$ cat src/rtl/arrow_draw_sequencer_if.sv
// Request channel from the game logic into the arrow draw sequencer.
// The game logic drives a request and the sequencer answers with req_ready.
interface arrow_draw_sequencer_if;
    logic       req_valid;
    logic [1:0] req_dir;
    logic [7:0] req_x;
    logic [6:0] req_y;
    logic       req_ready;

    modport master (
        output req_valid,
        output req_dir,
        output req_x,
        output req_y,
        input  req_ready
    );

    modport slave (
        input  req_valid,
        input  req_dir,
        input  req_x,
        input  req_y,
        output req_ready
    );
endinterface

$ cat src/rtl/arrow_draw_sequencer.sv
// Arrow draw sequencer: queues arrow requests and hands them one at a time
// to the up/down/left/right sprite drawers, waiting for each draw to finish.
//
// state | meaning
// ------+----------------------------------------------------------------
// IDLE  | no draw active; pops the FIFO head when a request is queued
// START | start pulse for the selected drawer is high this cycle
// ARM   | waiting for the selected done to fall (bounded by ARM_TIMEOUT)
// WAIT  | drawer running; waiting for the selected done to rise again
module arrow_draw_sequencer #(
    parameter int DEPTH       = 4,
    parameter int ARM_TIMEOUT = 4
) (
    input  logic                     clock,
    input  logic                     reset_n,
    arrow_draw_sequencer_if.slave    req,
    output logic                     start_up,
    output logic                     start_down,
    output logic                     start_left,
    output logic                     start_right,
    output logic [7:0]               refX,
    output logic [6:0]               refY,
    input  logic                     done_up,
    input  logic                     done_down,
    input  logic                     done_left,
    input  logic                     done_right,
    output logic                     busy,
    output logic [$clog2(DEPTH):0]   count,
    output logic                     frame_done,
    output logic                     arm_err
);

    localparam int AW = $clog2(DEPTH);
    localparam int CW = AW + 1;
    localparam int TW = $clog2(ARM_TIMEOUT + 1);

    localparam logic [1:0] S_IDLE  = 2'd0;
    localparam logic [1:0] S_START = 2'd1;
    localparam logic [1:0] S_ARM   = 2'd2;
    localparam logic [1:0] S_WAIT  = 2'd3;

    logic [16:0]   mem [DEPTH];
    logic [AW-1:0] wr_ptr;
    logic [AW-1:0] rd_ptr;
    logic          full;
    logic          push;
    logic          pop;
    logic [16:0]   head;

    logic [1:0]    state;
    logic [1:0]    dir_q;
    logic [3:0]    start_vec;
    logic [TW-1:0] arm_tmr;
    logic          done_sel;

    assign full          = (count == CW'(DEPTH));
    assign req.req_ready = ~full;
    // Full is decided on the registered count, so a pop on the same edge
    // never frees room for a push.
    assign push          = req.req_valid && !full;
    assign pop           = (state == S_IDLE) && (count != '0);
    assign head          = mem[rd_ptr];

    assign {start_right, start_left, start_down, start_up} = start_vec;

    // Select the done line of the drawer owning the active draw.
    always_comb begin
        done_sel = done_up;
        case (dir_q)
            2'd0:    done_sel = done_up;
            2'd1:    done_sel = done_down;
            2'd2:    done_sel = done_left;
            default: done_sel = done_right;
        endcase
    end

    // FIFO storage; needs no reset because the pointers define what is valid.
    always_ff @(posedge clock) begin
        if (push) begin
            mem[wr_ptr] <= {req.req_dir, req.req_x, req.req_y};
        end
    end

    // FIFO pointers and occupancy counter.
    always_ff @(posedge clock or negedge reset_n) begin
        if (!reset_n) begin
            wr_ptr <= '0;
            rd_ptr <= '0;
            count  <= '0;
        end else begin
            if (push) begin
                wr_ptr <= wr_ptr + 1'b1;
            end
            if (pop) begin
                rd_ptr <= rd_ptr + 1'b1;
            end
            if (push && !pop) begin
                count <= count + 1'b1;
            end else if (pop && !push) begin
                count <= count - 1'b1;
            end
        end
    end

    // Dispatch FSM with registered start pulses, references and status flags.
    always_ff @(posedge clock or negedge reset_n) begin
        if (!reset_n) begin
            state      <= S_IDLE;
            dir_q      <= 2'd0;
            start_vec  <= 4'b0000;
            refX       <= 8'd0;
            refY       <= 7'd0;
            arm_tmr    <= '0;
            busy       <= 1'b0;
            frame_done <= 1'b0;
            arm_err    <= 1'b0;
        end else begin
            start_vec  <= 4'b0000;
            frame_done <= 1'b0;
            case (state)
                S_IDLE: begin
                    if (pop) begin
                        dir_q     <= head[16:15];
                        refX      <= head[14:7];
                        refY      <= head[6:0];
                        start_vec <= 4'b0001 << head[16:15];
                        busy      <= 1'b1;
                        state     <= S_START;
                    end
                end
                S_START: begin
                    arm_tmr <= TW'(ARM_TIMEOUT);
                    state   <= S_ARM;
                end
                S_ARM: begin
                    if (!done_sel) begin
                        state <= S_WAIT;
                    end else if (arm_tmr == TW'(1)) begin
                        // Drawer never acknowledged; treat the draw as finished.
                        arm_err    <= 1'b1;
                        busy       <= 1'b0;
                        frame_done <= (count == '0) && !push;
                        state      <= S_IDLE;
                    end else begin
                        arm_tmr <= arm_tmr - 1'b1;
                    end
                end
                default: begin
                    if (done_sel) begin
                        busy       <= 1'b0;
                        frame_done <= (count == '0) && !push;
                        state      <= S_IDLE;
                    end
                end
            endcase
        end
    end

endmodule

$ cat src/flat_wrapper.sv
// flat-port wrapper written by rule: the top's interface ports become plain ports
module arrow_draw_sequencer_flat 
#(
    parameter int DEPTH       = 4,
    parameter int ARM_TIMEOUT = 4
)
  (clock, reset_n, start_up, start_down, start_left, start_right, refX, refY, done_up, done_down, done_left, done_right, busy, count, frame_done, arm_err, req_req_valid, req_req_dir, req_req_x, req_req_y, req_req_ready);
  arrow_draw_sequencer_if req_i ();
  input  logic clock;
  input  logic reset_n;
  output logic start_up;
  output logic start_down;
  output logic start_left;
  output logic start_right;
  output logic [7:0] refX;
  output logic [6:0] refY;
  input  logic done_up;
  input  logic done_down;
  input  logic done_left;
  input  logic done_right;
  output logic busy;
  output logic [$clog2(DEPTH):0] count;
  output logic frame_done;
  output logic arm_err;
  input wire logic [$bits(req_i.req_valid)-1:0] req_req_valid;
  input wire logic [$bits(req_i.req_dir)-1:0] req_req_dir;
  input wire logic [$bits(req_i.req_x)-1:0] req_req_x;
  input wire logic [$bits(req_i.req_y)-1:0] req_req_y;
  output wire logic [$bits(req_i.req_ready)-1:0] req_req_ready;
  assign req_i.req_valid = req_req_valid;
  assign req_i.req_dir = req_req_dir;
  assign req_i.req_x = req_req_x;
  assign req_i.req_y = req_req_y;
  assign req_req_ready = req_i.req_ready;
  arrow_draw_sequencer #(.DEPTH(DEPTH), .ARM_TIMEOUT(ARM_TIMEOUT)) u_core (.clock(clock), .reset_n(reset_n), .req(req_i), .start_up(start_up), .start_down(start_down), .start_left(start_left), .start_right(start_right), .refX(refX), .refY(refY), .done_up(done_up), .done_down(done_down), .done_left(done_left), .done_right(done_right), .busy(busy), .count(count), .frame_done(frame_done), .arm_err(arm_err));
endmodule
$ cat config.mk
export PLATFORM = sky130hd
export DESIGN_NAME = arrow_draw_sequencer_flat
export DESIGN_NICKNAME = d
export VERILOG_FILES = /design/src/rtl/arrow_draw_sequencer_if.sv /design/src/rtl/arrow_draw_sequencer.sv /design/src/flat_wrapper.sv
export SDC_FILE = /design/constraint.sdc
export NUM_CORES = 1
export LEC_CHECK = 0
export ABC_CLOCK_PERIOD_IN_PS = 2800
export BUFFER_PORTS_ARGS = -buffer_cell sky130_fd_sc_hd__buf_2
export CAP_MARGIN = 20
export CORE_ASPECT_RATIO = 1.2
export CORE_UTILIZATION = 31
export CTS_CLUSTER_DIAMETER = 150
export DETAILED_ROUTE_END_ITERATION = 7
export GPL_TIMING_DRIVEN = 1
export SLEW_MARGIN = 20
export SYNTH_ARGS = -nofsm -noshare
export SYNTH_HDL_FRONTEND = slang
export SYNTH_SLANG_ARGS = --single-unit
$ cat constraint.sdc
create_clock -name clock -period 2.8 [get_ports clock]
set_input_delay 0.84 -clock clock [delete_from_list [all_inputs] [get_ports clock]]
set_output_delay 0.84 -clock clock [all_outputs]
set_load 0.01 [all_outputs]
# Yosys cells after proc, flatten, opt, wreduce, memory -nomap -nowiden
# Memories as Yosys holds them, arrays and structs flattened.
# Index checks and enable logic that the tools add are counted.
# word_totals
reg_bits	36
ram_bits	68
inputBits	24
elab_cells	78
n_memories	1
# memory_table
name	words	word_bits	read_ports	rd_clocked_by_memory_dff	write_ports	line	source
u_core.mem	4	17	1	0	1	arrow_draw_sequencer.sv:42	logic [16:0] mem [DEPTH];
# classes
n_addsub	5
eq_ne	11
shift	1
n_mux	24
n_bitwise	2
n_reduce_logical	22
# op_table
op	n
$mux 3	4
$mux 1	9
$reduce_and 3->1	3
$mux 2	4
$mux 4	2
$ne 2x1->1 const B	3
$pmux 1 s3	2
$pmux 2 s3	1
$pmux 3 s2	1
$reduce_bool 2->1	3
$sub 3x1->3 const B	2
$logic_and 1x1->1	5
$reduce_and 5->1	1
$add 2x1->2 const B	2
$eq 2x1->1 const B	2
$eq 2x2->1 const B	2
$logic_not 2->1	2
$reduce_bool 4->1	1
$shl 1x2->4 const A	1
$add 3x1->3 const B	1
$eq 3x1->1 const B	1
$eq 3x3->1 const B	1
$logic_not 1->1	3
$logic_not 3->1	1
other kinds (7)	8

# Depth between registers and ports, before layout
# Gate-level depths: netlist (run 1).
# logic_depth
depth_word	8
mapped_depth	10

# Worst setup path before layout (run 1)
# No wires, ideal clock.
# synth_path
kind	register to register
start	register u_core.count[1]
end	register u_core.count[2]
arrival_ns	2.258
t_required_ns	2.721
setup_slack_ns	0.463
path_stages_with_launch	11
cell_sequence	dfrtp_1 or3_1 clkbuf_1 nand2_1 buf_4 ha_1 inv_1 fa_1 xor2_1 nor2_1 xor2_1
# synth_via
elab_chain_len	6
# synth_lines
element	line	source
start: declaration	arrow_draw_sequencer.sv:28	output logic [$clog2(DEPTH):0] count,
start signal: assignment	arrow_draw_sequencer.sv:98	count <= count + 1'b1;
start signal: assignment	arrow_draw_sequencer.sv:100	count <= count - 1'b1;
parallel branches: the longest is 6 deep, another holds $sub 3x1->3	-	
# Several ways; the timed one is not identified. The select of a mux whose other input is x is not followed.
# A chain may end at the register's enable or synchronous reset.

# Final worst setup path (run 1)
# Same ends and word-level chain as after synthesis.

==> results.toml, run 1 <==
[floorplanning]
die-area_mm2 = 0.0138
coreArea_mm2 = 0.0128
die_w_um = 107
io_pins = 50
die_h_um = 129
start_util = 0.322
num_rows = 45

[yosys]
synth.top_cell.area_share = 0.494
syn_area_mm2 = 0.00413
ys_ff_latch = 104
yosysUniqueCellTypes = 34
synth_edf_count = 68
postSynthAreaPerCell_um2 = 18.6
synth_cells = 222
yosys.area.top_type = "edfxtp_1"
syn-num-nets = 258
synthArstFlopShare = 0.346
synth_area_leaders = "edfxtp_1 (49%), dfrtp_1 (22%), mux4_2 (9.8%), mux2_2 (4.9%), ha_1 (3.3%)"
yosys_most_used_dff = "edfxtp_1"
ys_seq_area_frac = 0.712
yosysWarnings = 0

[worst_setup_path]
critPathLaunch = "u_core.count[1]"
regToRegStartpoint = "u_core.count[1]"
crit_path_end = "u_core.count[2]"
ff2ff_path_depth = 8
crit_path_end_kind = "register"
path_max_fanout = 6
cp-start-kind = "register"
criticalPathCategory = "register to register"
regToRegSetupSlack_ns = 0.59
crit_required_ns = 3.06
r2r_end = "u_core.count[2]"
arrival_ns = 2.47

[global_route]
gr-total-overflow = 0
grt_pass1_vias = 2280
grt_max_degree = 37
grt_util_met2 = 0.214
gr-usage-met3 = 0.0365
grt_busiest_layer = "met2"
grt_use_total = 0.117
use_met1 = 0.131
antenna_found_initial = 0
grt_pass1_wl_um = 11900

[timing]
fmax_mhz = 452
skew_ns = 0.00944
post-route-min-period_ns = 2.21
rsz0062_at_grt = "no"
relSlewSlack = 0.430
final.setup.tns_ns = 0
worstMarginPinSlew_ns = 0.855
setup_viol_count_final = 0
hold_violations = 0
slew_violations = 0
finalCritPeriodShare = 0.790

[drt]
num_vias = 2113
postRouteWirelength_um = 7360
drt_iter0_drc = 104
avgViaCountPerCell = 4.69
first_pass_iters = 4
wl_per_cell_um = 16.3
drtAntennaViolNets = 0
drc = 0

[final_layout]
nNetsFinal = 318
final_cell_mix = "edfxtp_1 (68), buf_2 (49), dfrtp_1 (36)"
multi_input_area_mm2 = 0.00111
fill_cells = 1224
final_area_mm2 = 0.00492
diodes = 0
final_common_cell = "edfxtp_1"
seqCellArea_mm2 = 0.00294
drive_above_1_share = 0.390
areaGrowthSynthToFinish_pct = 19.0
fin_util = 0.383

[clocking]
numClockSinks = 104
cts_buffers = 9
clock_path_buffers = 2
tritoncts = "done"
cts_root_buffer = "clkbuf_16"
ctsResizeCount = 0
clk_latency_ns = 0.34
clk_pin_slew_ns = 0.07
cts.hold.buffers_added = 0
cts_setup_buffers = 0
htreeDepth = 3

[status]
status = "finished, final reports clean"

[power]
cellPowerDensity_mw_per_mm2 = 1130
p_leak_nw = 1.92
peakVddDrop_mv = 0.407

[placed_design]
placed_cell_area_mm2 = 0.00461
hpwl_um = 4810
port_buffers = 49
gp_congestion = 0.749

[min_path]
min_path_cells = 1
worstHoldPathType = "register to register"

[flow_run]
cap_violations = 0
==> logic make-up (layout without fill, tap and decap cells) <==
logic type	Yosys count	after routing	share of synthesized area
simple gates	29	29	0.0366
flops	104	104	0.712
fa+ha+maj	12	12	0.0381
xor+xnor	6	6	0.0127
buf+inv	17	82	0.0188
mux	41	41	0.160
compound gates	13	13	0.0215
==> per-stage QoR <==
| step | setup slack [ns] | std cells | total power, mW | hold slack, ns |
|---|---|---|---|---|
| global placement | 0.501 | 435 | 4.31 | 0.471 |
| finish | 0.587 | 451 | 5.55 | 0.468 |
| global route | 0.504 | 451 | 5.92 | 0.508 |
| detailed placement | 0.442 | 435 | 4.37 | 0.461 |
| floorplan | 0.463 | 222 | 3.75 | 0.478 |
| CTS | 0.589 | 451 | 5.66 | 0.475 |
==> cell usage after synthesis (2+ instances only) <==
cell and count:
nor3_1 2, a31oi_1 2, ha_1 11, nand2_1 6, buf_2 2, nor2_1 6
mux2i_1 4, nand2b_1 2, o21ai_0 2, dfrtp_1 36, a21oi_1 5, buf_4 3
inv_1 10, xor2_1 2, mux4_2 18, and3_1 4, mux2_2 18, edfxtp_1 68
nand3_1 3, xnor2_1 4
==> registers in the layout (all words and copies together), names as in the netlist, 3 cells and up <==
name / count
u_core.start_vec: 4
u_core.mem: 68
u_core.refX: 8
u_core.arm_tmr: 3
u_core.refY: 7
u_core.count: 3
==> routing by layer <==
metal / vias up / wire length (µm)
li1: 968 / -
met1: 1090 / 3000
met2: 50 / 3990
met3: 5 / 307
met4: 0 / 68
met5: - / 0
==> layout make-up <==
cell class | instances | share of cell area
repair buffers | 56 | 0.0631
clock buffers | 9 | 0.0458
well taps | 164 | 0.0417
inverters | 10 | 0.00763
flip-flops and latches | 104 | 0.598
multi-input cells | 101 | 0.226
clock inverters | 7 | 0.0170
==> worst max-delay path: stages, from the launching register on <==
cell and delay (ns):
dfrtp_1 0.43, or3_1 0.51, nand2_1 0.14, ha_1 0.18, inv_1 0.06, fa_1 0.37
xor2_1 0.17, nor2_1 0.12, xor2_1 0.16
==> worst min-delay path by stage <==
stage,to,slack (ns),from
5_1_grt,u_core.arm_err,0.51,u_core.arm_err
2_1_floorplan,u_core.arm_tmr[0],0.48,u_core.arm_tmr[0]
3_5_place_dp,u_core.arm_err,0.46,u_core.arm_err
4_1_cts,u_core.arm_err,0.47,u_core.arm_err
3_3_place_gp,u_core.arm_err,0.47,u_core.arm_err
6_report,u_core.arm_err,0.47,u_core.arm_err
==> power breakdown <==
part	switching, mW	leakage [nW]	internal (mW)
registers	0.230	1.06	2.12
logic	0.955	0.707	0.969
clock network	0.562	0.155	0.714
(Power assumes the default switching activity.)
==> run 2, diff against run 1 <==
--- a/config.mk
+++ b/config.mk
@@ -5,7 +5,8 @@
 export SDC_FILE = /design/constraint.sdc
 export NUM_CORES = 1
 export LEC_CHECK = 0
-export ABC_CLOCK_PERIOD_IN_PS = 2800
+export ABC_AREA = 1
+export ABC_CLOCK_PERIOD_IN_PS = 2100
 export BUFFER_PORTS_ARGS = -buffer_cell sky130_fd_sc_hd__buf_2
 export CAP_MARGIN = 20
 export CORE_ASPECT_RATIO = 1.2
==> constraint.sdc (replaced) <==
create_clock -name clock -period 2.1 [get_ports clock]
set_input_delay 0.63 -clock clock [delete_from_list [all_inputs] [get_ports clock]]
set_output_delay 0.63 -clock clock [all_outputs]
set_load 0.01 [all_outputs]
==> results.toml, run 2 <==
[final_layout]
largest_register_ffs = 68
nNetsFinal = 458
fill_cells = 1284
areaGrowthSynthToFinish_pct = 17.4
reg.largest.list = "u_core.mem x68, u_core.refX x8, u_core.refY x7"
final_common_cell = "nor2_1"
diodes = 0
regMostFlops = "u_core.mem"
drive_above_1_share = 0.206
final_cell_mix = "nor2_1 (90), edfxtp_1 (68), buf_2 (49)"

[drt]
drc = 0
drtAntennaViolNets = 0
wl_per_cell_um = 13.9
avgViaCountPerCell = 4.53
first_pass_iters = 4
postRouteWirelength_um = 8280
num_vias = 2694
drt_iter0_drc = 149

[placed_design]
gp_congestion = 0.777
post-place-ws_ns = 0.108
hpwl_um = 5380
port_buffers = 49

[global_route]
grt_use_total = 0.125
antenna_found_initial = 1
gr-total-overflow = 0
grt_pass1_wl_um = 13200
grt_pass1_vias = 2747
grt_max_degree = 37

[min_path]
worstHoldPathType = "primary input to async pin"

[floorplanning]
io_pins = 50
start_util = 0.320
num_rows = 46
die_w_um = 109
die_h_um = 131
coreArea_mm2 = 0.0134
die-area_mm2 = 0.0143

[power]
peakVddDrop_mv = 0.597
cellPowerDensity_mw_per_mm2 = 1520
power.total_mw = 7.61
p_leak_nw = 2.03

[worst_setup_path]
critical-path-top-delay-family = "adder cells"
cp.depth = 9
criticalPathCategory = "register to register"
crit_path_end = "u_core.count[2]"
path_max_fanout = 5
regToRegSetupSlack_ns = 0.12
cp_cell_sequence = "inv_1, ha_1, nand2_4, ha_1, inv_1, fa_1, a21oi_1, o21ai_0, xor2_1"
critPathLaunch = "u_core.state[1]"
crit_required_ns = 2.32
crit_path_top_delay_cell = "dfrtp_1"
slowest_delay_ns = 0.40
ff2ff_path_depth = 9
r2r_end = "u_core.count[2]"
arrival_ns = 2.20
cp-start-kind = "register"
cp_num_buf_inv = 2
crit_path_end_kind = "register"
regToRegStartpoint = "u_core.state[1]"

[timing]
fin_hold_ws_ns = 0.337
fmax_mhz = 506
final.setup.tns_ns = 0
slew_violations = 0
fin_ws_ns = 0.122
finalCritPeriodShare = 0.942
relSlewSlack = 0.640
post-route-min-period_ns = 1.98
rsz0062_at_grt = "no"
worstMarginPinSlew_ns = 0.539
setup_viol_count_final = 0
hold_violations = 0
skew_ns = 0.0102

[clocking]
cts_root_buffer = "clkbuf_16"
numClockSinks = 104
tritoncts = "done"
clock_path_buffers = 2
clk_latency_ns = 0.34
cts_buffers = 9
htreeDepth = 3
cts.hold.buffers_added = 0
clk_pin_slew_ns = 0.07

[yosys]
synth_area_leaders = "edfxtp_1 (48%), dfrtp_1 (21%), nor2_1 (7.9%), o21ai_0 (3.8%), ha_1 (3.2%)"
post-synth-top-count-cell = "nor2_1"
syn_area_mm2 = 0.00427
ys_ff_latch = 104
synth_cells = 363
yosys_most_used_dff = "edfxtp_1"
synthArstFlopShare = 0.346
yosysWarnings = 0
synth.top_cell.area_share = 0.478
postSynthAreaPerCell_um2 = 11.8
synth_commonest_cells = "nor2_1 (90), edfxtp_1 (68), dfrtp_1 (36)"
ys_seq_area_frac = 0.689
synth_edf_count = 68
yosys.area.top_type = "edfxtp_1"
yosysUniqueCellTypes = 29
syn-num-nets = 399

[status]
status = "finished, final reports clean"

[flow_run]
cap_violations = 0
==> run 2: cell types whose count changed after synthesis, moves of 7 or more <==
cell	before	now
mux4_2	18	0
nand2_1	6	29
mux2_2	18	0
a31oi_1	2	15
o21ai_1	0	7
nor2_1	6	90
nand3_1	3	12
o21ai_0	2	32
inv_1	10	21
==> run 2: area by class of cell <==
type / count / area, µm² / share of cell area
clock buffer: 14 / 264 / 0.0527
inverter: 27 / 109 / 0.0217
sequential: 104 / 2940 / 0.587
timing repair buffer: 61 / 335 / 0.0669
tap: 168 / 210 / 0.0419
clock inverter: 2 / 37.5 / 0.00749
multi-input combinational: 219 / 1110 / 0.222
==> run 2: kinds of logic (layout without fill, tap and decap cells) <==
group,count (synthesis),after routing,share of synthesized area
adder cells (fa/ha/maj),12,12,0.0369
AND/OR/NAND/NOR,140,140,0.134
AO/OA/AOI/OAI,62,62,0.0791
flip-flops,104,104,0.689
buffers and inverters,40,104,0.0504
XOR/XNOR,5,5,0.0103
==> run 2: what timing repair did <==
action,CTS,global route
setup buffers,0,2
endpoints found under the setup margin,0,1
endpoints found under the hold margin,0,0
gates resized for setup,0,1
==> run 2: through the flow <==
step	util	instance area [µm²]	cells
2_1_floorplan	-	4270	363
3_3_place_gp	0.352	4690	577
3_5_place_dp	0.352	4690	577
4_1_cts	0.374	5000	593
5_1_grt	0.375	5010	595
6_report	0.375	5010	595
==> run 2: worst min-delay path by stage <==
stage | slack, ns | startpoint | end
floorplan | 0.33 | reset_n | u_core.arm_err
global placement | 0.45 | u_core.arm_err | u_core.arm_err
detailed placement | 0.45 | u_core.arm_err | u_core.arm_err
CTS | 0.35 | reset_n | u_core.count[1]
global route | 0.38 | reset_n | u_core.count[1]
finish | 0.34 | reset_n | u_core.count[1]
==> run 2: report_power, final <==
group	internal, mW	switching (mW)	total [mW]	leakage (nW)
clock network	0.990	0.675	1.67	0.143
logic	1.01	1.82	2.83	0.834
registers	2.83	0.286	3.11	1.05
total	4.83	2.78	7.61	2.03
==> run 2: metal layers <==
metal	up-vias	part of all wire	global-route usage
li1	1354	-	-
met3	8	0.044	0.0342
met2	49	0.51	0.221
met4	2	0.013	0.0548
met1	1281	0.43	0.141
met5	-	0.0012	0
